File: src/rtl/alu_pipe_pkg.sv
// alu_pipe_pkg: shared operation encoding for the alu_pipe block.
// Op codes above ALU_OP_LAST are reserved and reported as illegal.
package alu_pipe_pkg;

    typedef enum logic [3:0] {
        ALU_ADD = 4'd0,
        ALU_SUB = 4'd1,
        ALU_NOT = 4'd2,
        ALU_AND = 4'd3,
        ALU_OR  = 4'd4,
        ALU_XOR = 4'd5,
        ALU_SRA = 4'd6,
        ALU_SLL = 4'd7,
        ALU_SRL = 4'd8,
        ALU_BEQ = 4'd9,
        ALU_BNE = 4'd10,
        ALU_BLT = 4'd11,
        ALU_BGE = 4'd12
    } alu_op_e;

    localparam int unsigned ALU_OP_LAST = 12;

    // True for op codes that map onto a defined operation.
    function automatic logic is_legal_op(input logic [3:0] op);
        return op <= 4'(ALU_OP_LAST);
    endfunction

endpackage

File: src/rtl/alu_pipe_core.sv
// alu_pipe_core: purely combinational ALU datapath.
// Arithmetic runs at WIDTH+1 bits so the top bit is the carry / no-borrow.
// Optional macro ALU_PIPE_SAT_EN: ADD/SUB saturate on signed overflow
// instead of wrapping; ovf and carry keep their raw meaning.
module alu_pipe_core
    import alu_pipe_pkg::*;
#(
    parameter int WIDTH = 8
) (
    input  logic [3:0]       op,
    input  logic [WIDTH-1:0] a,
    input  logic [WIDTH-1:0] b,
    output logic [WIDTH-1:0] f,
    output logic             ovf,
    output logic             carry,
    output logic             take_branch,
    output logic             illegal_op
);

    localparam int SHW = $clog2(WIDTH);

    logic [WIDTH:0]   sum;
    logic [WIDTH:0]   diff;
    logic [SHW-1:0]   sh;
    logic             a_neg;
    logic             b_neg;
    logic             lt;

    // a - b is formed as a + ~b + 1 so bit WIDTH reads directly as no-borrow.
    assign sum   = {1'b0, a} + {1'b0, b};
    assign diff  = {1'b0, a} + {1'b0, ~b} + {{WIDTH{1'b0}}, 1'b1};
    assign sh    = b[SHW-1:0];
    assign a_neg = a[WIDTH-1];
    assign b_neg = b[WIDTH-1];
    assign lt    = $signed(a) < $signed(b);

    // Operation decode and result/flag selection.
    always_comb begin
        // NOTE: every output gets a default first so no path leaves one unassigned, which would infer a latch.
        f           = '0;
        ovf         = 1'b0;
        carry       = 1'b0;
        take_branch = 1'b0;
        illegal_op  = 1'b0;

        if (!is_legal_op(op)) begin
            illegal_op = 1'b1;
        end else begin
            case (alu_op_e'(op))
                ALU_ADD: begin
                    f     = sum[WIDTH-1:0];
                    carry = sum[WIDTH];
                    ovf   = (a_neg == b_neg) && (sum[WIDTH-1] != a_neg);
                end
                ALU_SUB: begin
                    f     = diff[WIDTH-1:0];
                    carry = diff[WIDTH];
                    ovf   = (a_neg != b_neg) && (diff[WIDTH-1] != a_neg);
                end
                ALU_NOT: f = ~b;
                ALU_AND: f = a & b;
                ALU_OR:  f = a | b;
                ALU_XOR: f = a ^ b;
                // Shift amounts >= WIDTH (non-power-of-2 WIDTH) fall out as all-sign / zero.
                ALU_SRA: f = $signed(a) >>> sh;
                ALU_SLL: f = a << sh;
                ALU_SRL: f = a >> sh;
                ALU_BEQ, ALU_BNE, ALU_BLT, ALU_BGE: begin
                    f     = diff[WIDTH-1:0];
                    carry = diff[WIDTH];
                    case (alu_op_e'(op))
                        ALU_BEQ: take_branch = (a == b);
                        ALU_BNE: take_branch = (a != b);
                        ALU_BLT: take_branch = lt;
                        default: take_branch = !lt;
                    endcase
                end
                default: ;
            endcase
        end

`ifdef ALU_PIPE_SAT_EN
        // Overflow direction follows the sign of a for both ADD and SUB.
        if (ovf) begin
            f = a_neg ? {1'b1, {(WIDTH-1){1'b0}}} : {1'b0, {(WIDTH-1){1'b1}}};
        end
`else
        // Wrapping results: the datapath value is used as-is.
`endif
    end

endmodule

File: src/rtl/alu_pipe.sv
// alu_pipe: registered ALU stage with valid/ready on both sides and a
// sticky overflow status. One result register, 1-cycle latency, full
// throughput when the consumer is always ready.
// Optional macro ALU_PIPE_SAT_EN (see alu_pipe_core): saturating ADD/SUB.
module alu_pipe
    import alu_pipe_pkg::*;
#(
    parameter int WIDTH = 8
) (
    input  logic             clk,
    input  logic             rst_n,
    input  logic             in_valid,
    output logic             in_ready,
    input  logic [WIDTH-1:0] a,
    input  logic [WIDTH-1:0] b,
    input  logic [3:0]       op,
    output logic             out_valid,
    input  logic             out_ready,
    output logic [WIDTH-1:0] f,
    output logic             ovf,
    output logic             carry,
    output logic             zero,
    output logic             take_branch,
    output logic             illegal_op,
    output logic             ovf_sticky,
    input  logic             clr_sticky
);

    logic             accept;
    logic [WIDTH-1:0] core_f;
    logic             core_ovf;
    logic             core_carry;
    logic             core_take;
    logic             core_illegal;

    assign in_ready = !out_valid || out_ready;
    assign accept   = in_valid && in_ready;

    alu_pipe_core #(.WIDTH(WIDTH)) u_core (
        .op          (op),
        .a           (a),
        .b           (b),
        .f           (core_f),
        .ovf         (core_ovf),
        .carry       (core_carry),
        .take_branch (core_take),
        .illegal_op  (core_illegal)
    );

    // Result register: load on accept, drop valid when drained, otherwise hold.
    always_ff @(posedge clk) begin
        // NOTE: sequential state uses non-blocking assignments so all registers update from pre-edge values.
        if (!rst_n) begin
            // NOTE: the result register is reset (not just valid) because f and flags are visible right after reset.
            out_valid   <= 1'b0;
            f           <= '0;
            ovf         <= 1'b0;
            carry       <= 1'b0;
            zero        <= 1'b0;
            take_branch <= 1'b0;
            illegal_op  <= 1'b0;
        end else if (accept) begin
            out_valid   <= 1'b1;
            f           <= core_f;
            ovf         <= core_ovf;
            carry       <= core_carry;
            zero        <= (core_f == '0);
            take_branch <= core_take;
            illegal_op  <= core_illegal;
        end else if (out_ready) begin
            out_valid   <= 1'b0;
        end
    end

    // Sticky overflow: a loading overflow result wins over a same-cycle clear.
    always_ff @(posedge clk) begin
        if (!rst_n) begin
            ovf_sticky <= 1'b0;
        end else if (accept && core_ovf) begin
            ovf_sticky <= 1'b1;
        end else if (clr_sticky) begin
            ovf_sticky <= 1'b0;
        end
    end

endmodule

File: config.mk
export PLATFORM = sky130hd
export DESIGN_NAME = alu_pipe
export DESIGN_NICKNAME = d
export VERILOG_FILES = /design/src/rtl/alu_pipe_pkg.sv /design/src/rtl/alu_pipe_core.sv /design/src/rtl/alu_pipe.sv
export SDC_FILE = /design/constraint.sdc
export NUM_CORES = 1
export LEC_CHECK = 0
export CORE_MARGIN = 2
export CORE_UTILIZATION = 40
export CTS_BUF_LIST = sky130_fd_sc_hd__clkbuf_8
export CTS_CLUSTER_SIZE = 40
export DETAILED_ROUTE_END_ITERATION = 10
export PLACE_DENSITY = 0.62
export SYNTH_ARGS = -nofsm -noshare
export SYNTH_HDL_FRONTEND = slang
export SYNTH_HIERARCHICAL = 1
export SYNTH_SLANG_ARGS = --single-unit
File: constraint.sdc
create_clock -name clk -period 2.69 [get_ports clk]
set_input_delay 0.538 -clock clk [delete_from_list [all_inputs] [get_ports clk]]
set_output_delay 0.538 -clock clk [all_outputs]
set_load 0.05 [all_outputs]
# --- Word level (Yosys, flattened, before mapping) ---
# Index checks and enable logic that the tools add are counted.
# W data, S select, Z words.
totals:
  regBits: 15
  output_inout_bits: 16
op_classes:
  n_addsub: 3
  shift: 3
  n_mux: 14
  magnitude_cmp: 2
  eq_ne: 18
  bitwise_logic: 4
  n_reduce_logical: 13
op_table:
  columns: ["cell", "n"]
  rows:
  - ["$pmux W8 S9", 1]
  - ["$eq A4 B4 Y1 const B", 5]
  - ["$add A8 B8 Y9", 2]
  - ["$eq A4 B3 Y1 const B", 4]
  - ["$add A9 B1 Y9 const B", 1]
  - ["$mux W1", 9]
  - ["$and A8 B8 Y8", 1]
  - ["$eq A4 B2 Y1 const B", 2]
  - ["$eq A8 B8 Y1", 1]
  - ["$logic_not A8 Y1", 1]
  - ["$lt A8 B8 Y1", 1]
  - ["$mux W8", 1]
  - ["$ne A8 B8 Y1", 1]
  - ["$not A8 Y8", 1]
  - ["$or A8 B8 Y8", 1]
  - ["$shl A8 B3 Y8", 1]
  - ["$shr A8 B3 Y8", 1]
  - ["$sshr A8 B3 Y8", 1]
  - ["$xor A8 B8 Y8", 1]
  - ["$reduce_or A5 Y1", 1]
  - ["$eq A4 B1 Y1 const B", 1]
  - ["$le A4 B4 Y1 const B", 1]
  - ["$logic_and A1 B1 Y1", 4]
  - ["$logic_not A4 Y1", 1]
  - ["8 further kinds", 13]

# --- Depth between registers and ports, before layout ---
# Gate-level depths: netlist of run 1.
logic_depth:
  ltp_word: 9
  ltp_mapped: 12
  ltp_nobuf: 12

# --- Hierarchy ---
# The synthesis of run 1 kept the hierarchy.
modules_own_cells:
  columns: ["mod", "n_inst", "area_per_inst_um2", "cells_per_inst"]
  rows:
  - ["alu_pipe_core", 1, 2147.1, 290]
  - ["alu_pipe", 1, 719.4, 67]

# --- Worst setup path before layout of run 1 ---
# Ideal clock, no wire load.
synth_path:
  kind: "input port to flip-flop"
  startpoint: "input b[2]"
  endpoint: "register zero"
  arrival_time_ns: 2.752
  path_slack_ns: -0.128
  stages: 12
  n_path_buf: 2
  cell_sequence: "clkbuf_8 inv_1 ha_1 buf_2 and3_1 a221o_1 o41ai_4 mux2i_1 o2111ai_1 nor4_1 nand4_1 a21boi_2"
synth_via:
  elab_chain_len: 6
synth_lines:
  columns: ["element", "line_no", "source"]
  rows:
  - ["from (decl)", "alu_pipe.sv:15", "input logic [WIDTH-1:0] b,"]
  - ["$not A8 Y8", "alu_pipe_core.sv:31", "assign diff = {1'b0, a} + {1'b0, ~b} + {{WIDTH{1'b0}}, 1'b1};"]
  - ["$add A8 B8 Y9", "alu_pipe_core.sv:31", null]
  - ["$add A9 B1 Y9", "alu_pipe_core.sv:31", null]
  - ["$pmux W8 S9 (*)", "alu_pipe_core.sv:49", "case (alu_op_e'(op))"]
  - ["$mux W8 (*)", "alu_pipe_core.sv:46", "if (!is_legal_op(op)) begin"]
  - ["via core_f[7]", "alu_pipe.sv:30", "logic [WIDTH-1:0] core_f;"]
  - ["$logic_not A8 Y1 (*)", "alu_pipe.sv:67", "zero <= (core_f == '0);"]
  - ["to (signal assigned)", "alu_pipe.sv:67", null]
  - ["to (decl)", "alu_pipe.sv:22", "output logic zero,"]
# Mark *: on every way through the listed nets, which the timed path passes. The rest lies on a longest branch.
# A chain may end at the register's enable or synchronous reset.

# --- Worst setup path in the final report of run 1 ---
layout_path:
  startpoint: "input b[1]"
  endpoint: "register zero"
# Same word-level chain as after synthesis.

==> qor.csv, run 1 <==
metric,value,unit
status,"complete, no violations",
finalSetupViolCount,0,
cts_num_sinks,15,
p_int,0.7543,mW
syn_inst,357,
core.rowCount,30,
avgSynthCellArea,8.029,um^2
pwr-share-comb,0.666,
fin_nets,567,
cp.arrival,2.84,ns
fill_cells,581,
io_buffer_count,40,
num_io_pins,41,
grt_pass1_wl,15940,um
die_x,88.66,um
cap_violations,0,
synth_top_area_cell,ha_1,
start_util,0.4173,
finalCriticalPeriod,2.656,ns
grt_start_max_net_pins,18,
total_power,1.253,mW
dp_hpwl,7770,um
synth_edf_count,0,
diodes,0,
layout_commonest_cell,buf_4,
drtIter0Drc,251,
clk_pin_slew_worst_paths,0.06,ns
ys_ff_latch,15,
synthFlopType,dfxtp_1,
fp.dieH,88.66,um
async_reset_ff_frac,0,
place_area,4124,um^2
finalCritPeriodShare,0.9873,
power.density,275.2,nW/um^2
final_cell_mix,"buf_4 (128), nor2_1 (28), clkdlybuf4s50_1 (22), a21oi_1 (22), nand3_1 (19)",
gp_congestion,1.034,
cp.required,2.87,ns
die-area,7860,um^2
crit_path_end_kind,register,
timing.slew.headroom,0.6698,
p_leak,1.990,nW
fmax,0.3765,GHz
rsz0062_at_grt,true,
antenna_found_initial,0,
p_sw,0.4984,mW
grt_pass1_vias,3318,
tightestPinTransition,0.4938,ns
dr.pass1.iters,5,
rrSetupSlack,1.61,ns
start_kind,primary input,
cp_max_fo,7,
synthTopCellsByArea,"ha_1 (11%), dfxtp_1 (10%), a21boi_2 (4.3%)",
power_frac_clock,0.140,
area_growth_syn_to_layout,58.80,%
fin_skew,0.0006611,ns
drc,0,
seqCellArea,300.3,um^2
cts_tree,built,
ys_warn_count,6,
multiInputGateArea,2510,um^2
wl_per_cell,16.33,um
h-tree-depth,1,
grt_overflow_total,0,
p_sw_frac,0.3978,
cts_max_path_buffers,2,
synth_cell_types,74,
drive_above_1_share,0.4834,
insertion_delay,0.24,ns
synth_seq_area_share,0.1048,
vias_per_cell,5.567,
grtUsageTotal,0.2563,
finalInstanceArea,4552,um^2
seq_power_share,0.194,
via_count,3390,
antenna_left,0,
critPathKind,in2reg,
final-hold-violation-count,0,
max-vdd-ir-drop,138.6,uV
numCtsBuffers,3,
synth_top_area_frac,0.1135,
core_area,6869,um^2
root_buffer,clkbuf_8,
drv_slew,0,
synth_area,2866,um^2
worstHoldPathType,reg2reg,
wl,9943,um
synth_fp_nets,410,
==> layer usage <==
metal	vias to the layer above	track usage	share of wire
met5	-	0	0
met4	0	0.09091	0.029
met3	29	0.01959	0.055
met2	136	0.4545	0.50
met1	1580	0.3240	0.42
li1	1645	-	-
==> power groups by stage <==
stage	logic [mW]	registers (mW)	clock network, mW
after global routing	0.895	0.244	0.182
final	0.835	0.243	0.175
after CTS	0.767	0.243	0.181
after global placement	0.709	0.247	0
after detailed placement	0.718	0.248	0
after floorplan	0.355	0.293	0
==> critical path, cell delays in order <==
cell and delay, ns:
buf_4 0.13, buf_6 0.13, ha_2 0.18, a21o_1 0.17, a221o_1 0.39, o41ai_4 0.39, mux2i_2 0.30, o2111ai_4 0.15
nor4_2 0.18, nand4_1 0.15, a21boi_2 0.13
==> synth_stat cells, types with 5 or more instances <==
library cell / instances
a211oi_1: 6
a21boi_2: 11
a21oi_1: 23
and3_1: 5
buf_6: 5
clkbuf_1: 7
clkbuf_8: 5
dfxtp_1: 15
ha_1: 26
inv_1: 25
mux2i_1: 6
mux4_2: 5
nand2_1: 17
nand2b_1: 6
nand3_1: 19
nor2_1: 29
nor3_1: 9
nor4_1: 5
o21ai_0: 18
o21ai_2: 10
o22ai_1: 5
xnor2_1: 5
==> timing repair <==
action	CTS	global route
hold buffers	0	0
setup endpoints to repair	11	10
endpoints found under the hold margin	0	0
pin swaps	16	23
setup buffers	10	5
resized for setup	55	50
gates cloned	1	0
==> flip-flops by register name (all words and copies together), names as in the netlist <==
name and flops:
carry 1, ovf 1, out_valid 1, f 8
illegal_op 1, take_branch 1, ovf_sticky 1, zero 1
==> cell type report <==
type	count	share of cell area
Clock buffer	3	0.009071
Clock inverter	1	0.0008246
Inverter	27	0.02364
Multi-Input combinational cell	289	0.5514
Sequential cell	15	0.06597
Tap cell	96	0.02639
Timing Repair Buffer	178	0.3227
==> logic make-up after synthesis <==
family          synth area share
compound gates            0.3217
xor+xnor                 0.02139
fa+ha+maj                 0.1275
buf+inv                   0.1122
flops                     0.1048
mux                      0.08512
simple gates              0.2274
==> final timing paths <==
kind              from    to  depth (start not counted)
min reg2reg       f[3]  f[3]                          2
max               b[1]  zero                         11
max reg2reg  out_valid  f[1]                          4
min               f[3]  f[3]                          2
==> per-stage QoR <==
stage               cells  TNS (ns)  hold WS [ns]  setup WS [ns]    util
floorplan             357  -0.04821        0.6877       -0.04821       -
global placement      589    -4.605        0.4507        -0.5665  0.6004
detailed placement    589    -4.960        0.4558        -0.6007  0.6004
CTS                   604  -0.02317        0.4639       -0.02317  0.6404
global route          609  -0.02109        0.4760       -0.01477  0.6627
finish                609         0        0.4603        0.03430  0.6627
No activity file was read; power rests on OpenSTA's default activity.
==> inputs of run 2 (changes only) <==
--- a/config.mk
+++ b/config.mk
@@ -5,12 +5,14 @@
 export SDC_FILE = /design/constraint.sdc
 export NUM_CORES = 1
 export LEC_CHECK = 0
+export ABC_CLOCK_PERIOD_IN_PS = 2690
 export CORE_MARGIN = 2
 export CORE_UTILIZATION = 40
 export CTS_BUF_LIST = sky130_fd_sc_hd__clkbuf_8
 export CTS_CLUSTER_SIZE = 40
 export DETAILED_ROUTE_END_ITERATION = 10
 export PLACE_DENSITY = 0.62
+export SETUP_SLACK_MARGIN = 0.1
 export SYNTH_ARGS = -nofsm -noshare
 export SYNTH_HDL_FRONTEND = slang
 export SYNTH_HIERARCHICAL = 1
==> run 2 against run 1 <==
Against the previous run:
- worst hold slack about the same
- cell area up 1.2%
- fmax about the same
- register-to-register slack about the same
- flip-flop and latch count unchanged
- die area unchanged
- worst setup slack better by 0.0021 ns
- critical path type unchanged
- largest cell class unchanged
==> qor.csv, run 2 (same netlist as run 1, synthesis figures left out) <==
metric,value,unit
via_count,3426,
use_met2,0.4708,
drc,0,
wl,10260,um
hold_depth,2,
setup_tns,0,ns
p_leak,2.002,nW
cap_violations,0,
die_x,88.66,um
cts_max_path_buffers,2,
grt_overflow_total,0,
met3_usage,0.02425,
status,"complete, no violations",
grtUsageMet1,0.3367,
layout_commonest_cell,buf_4,
crit_path_end_kind,register,
finalCritPeriodShare,0.9865,
num_io_pins,41,
fill_cells,569,
wl_per_cell,16.71,um
crit_family,compound AO/OA/AOI/OAI gates,
cp_cell_sequence,buf_8 -> clkinvlp_4 -> ha_4 -> a21o_1 -> a221o_1 -> o41ai_4 -> mux2i_2 -> o2111ai_4 -> nor4_2 -> nand4_1 -> a21boi_2,
cp_max_fo,2,
fmax,0.3768,GHz
place_inst,589,
worstHoldPathType,reg2reg,
setup_slack,0.03639,ns
core.rowCount,30,
rsz0062_at_grt,true,
vias_per_cell,5.580,
final-hold-violation-count,0,
dp_hpwl,7770,um
root_buffer,clkbuf_8,
io_buffer_count,40,
gp_congestion,1.034,
numCtsBuffers,3,
regMostFlops,f,
grt_pass1_vias,3403,
antenna_left,0,
cp.required,2.87,ns
drive_above_1_share,0.4961,
dr.pass1.iters,5,
cp.depth,11,
finalSetupViolCount,0,
area_growth_syn_to_layout,60.67,%
diodes,0,
insertion_delay,0.24,ns
drtIter0Drc,248,
cts_tree,built,
critPathKind,in2reg,
layoutNonFillerInstCount,614,
worstRegToRegCells,4,
grt_pass1_wl,16530,um
max-vdd-ir-drop,138.4,uV
antenna_found_initial,0,
top_usage_layer,met2,
cts_num_sinks,15,
power.density,274.3,nW/um^2
die-area,7860,um^2
fin_nets,572,
drv_slew,0,
timing.slew.headroom,0.6698,
start_util,0.4173,
h-tree-depth,1,
fin_skew,0.0005849,ns
grtUsageTotal,0.2662,
crit_buf_inv,2,
fp.dieH,88.66,um
final_cell_mix,"buf_4 (133), nor2_1 (28), a21oi_1 (22), clkdlybuf4s50_1 (20)",
critPathMaxStageDelay,0.36,ns
clk_pin_slew_worst_paths,0.06,ns
place_area,4124,um^2
start_kind,primary input,
grt_start_max_net_pins,18,
tightestPinTransition,0.4938,ns
finalInstanceArea,4606,um^2
core_area,6869,um^2
finalCriticalPeriod,2.654,ns
place_ws,-0.6007,ns
cp.arrival,2.84,ns
hold_buffers,0,
cp_slowest_cell,a221o_1,
largest_reg_flops,8,
==> run 2: cell count changes in the layout (fill, tap and decap cells not counted), moves of 2 or more <==
| cell | previous run | this run |
|---|---|---|
| buf_2 | 0 | 9 |
| clkbuf_2 | 10 | 1 |
| buf_4 | 128 | 133 |
| dlygate4sd2_1 | 3 | 7 |
| dlymetal6s2s_1 | 3 | 0 |
| clkdlybuf4s50_1 | 22 | 20 |
| ha_2 | 2 | 0 |
| ha_4 | 8 | 10 |
| nand3_1 | 19 | 17 |
| nand3_2 | 0 | 2 |
==> run 2: path summary, 6_finish.rpt <==
| path | startpoint | endpoint | slack, ns |
|---|---|---|---|
| setup / recovery | b[1] | zero | 0.04 |
| hold / removal | f[3] | f[3] | 0.46 |
| setup reg to reg | out_valid | f[1] | 1.61 |
| hold reg to reg | f[3] | f[3] | 0.46 |
==> run 2: through the flow <==
step | hold slack (ns) | util | power [mW]
3_5_place_dp | 0.4558 | 0.6004 | 0.9662
2_1_floorplan | 0.6877 | - | 0.6477
5_1_grt | 0.4760 | 0.6705 | 1.331
4_1_cts | 0.4639 | 0.6566 | 1.221
6_report | 0.4603 | 0.6705 | 1.264
3_3_place_gp | 0.4507 | 0.6004 | 0.9560
==> run 2: timing repair <==
item,4_1_cts,5_1_grt
gates cloned,1,0
gates resized for setup,102,21
endpoints found under the setup margin,13,8
buffers inserted,18,2
pin swaps,21,9
==> run 2: worst register-to-register path: stages (launching register included) <==
cell and delay [ns]:
dfxtp_1 0.33, nor2b_4 0.17, buf_4 0.24, o21ai_0 0.11, a21boi_1 0.16
==> run 2: area by class of cell <==
cell class	instances	area [um^2]	area share
flip-flops and latches	15	300.3	0.06520
inverters	27	107.6	0.02336
clock inverters	1	3.754	0.0008150
multi-input cells	289	2534	0.5501
well taps	96	120.1	0.02608
clock buffers	3	41.29	0.008965
repair buffers	183	1499	0.3255
==> run 2: power breakdown <==
group | internal (mW) | total, mW | switching [mW]
clock network | 0.101 | 0.174 | 0.0733
logic | 0.422 | 0.846 | 0.424
registers | 0.235 | 0.243 | 0.00766
total | 0.758 | 1.26 | 0.505
==> run 2: metal layers <==
layer  routed length, um  share of wire
met3                 553          0.054
met2                5170           0.50
met5                   0              0
met1                4283           0.42
met4                 253          0.025
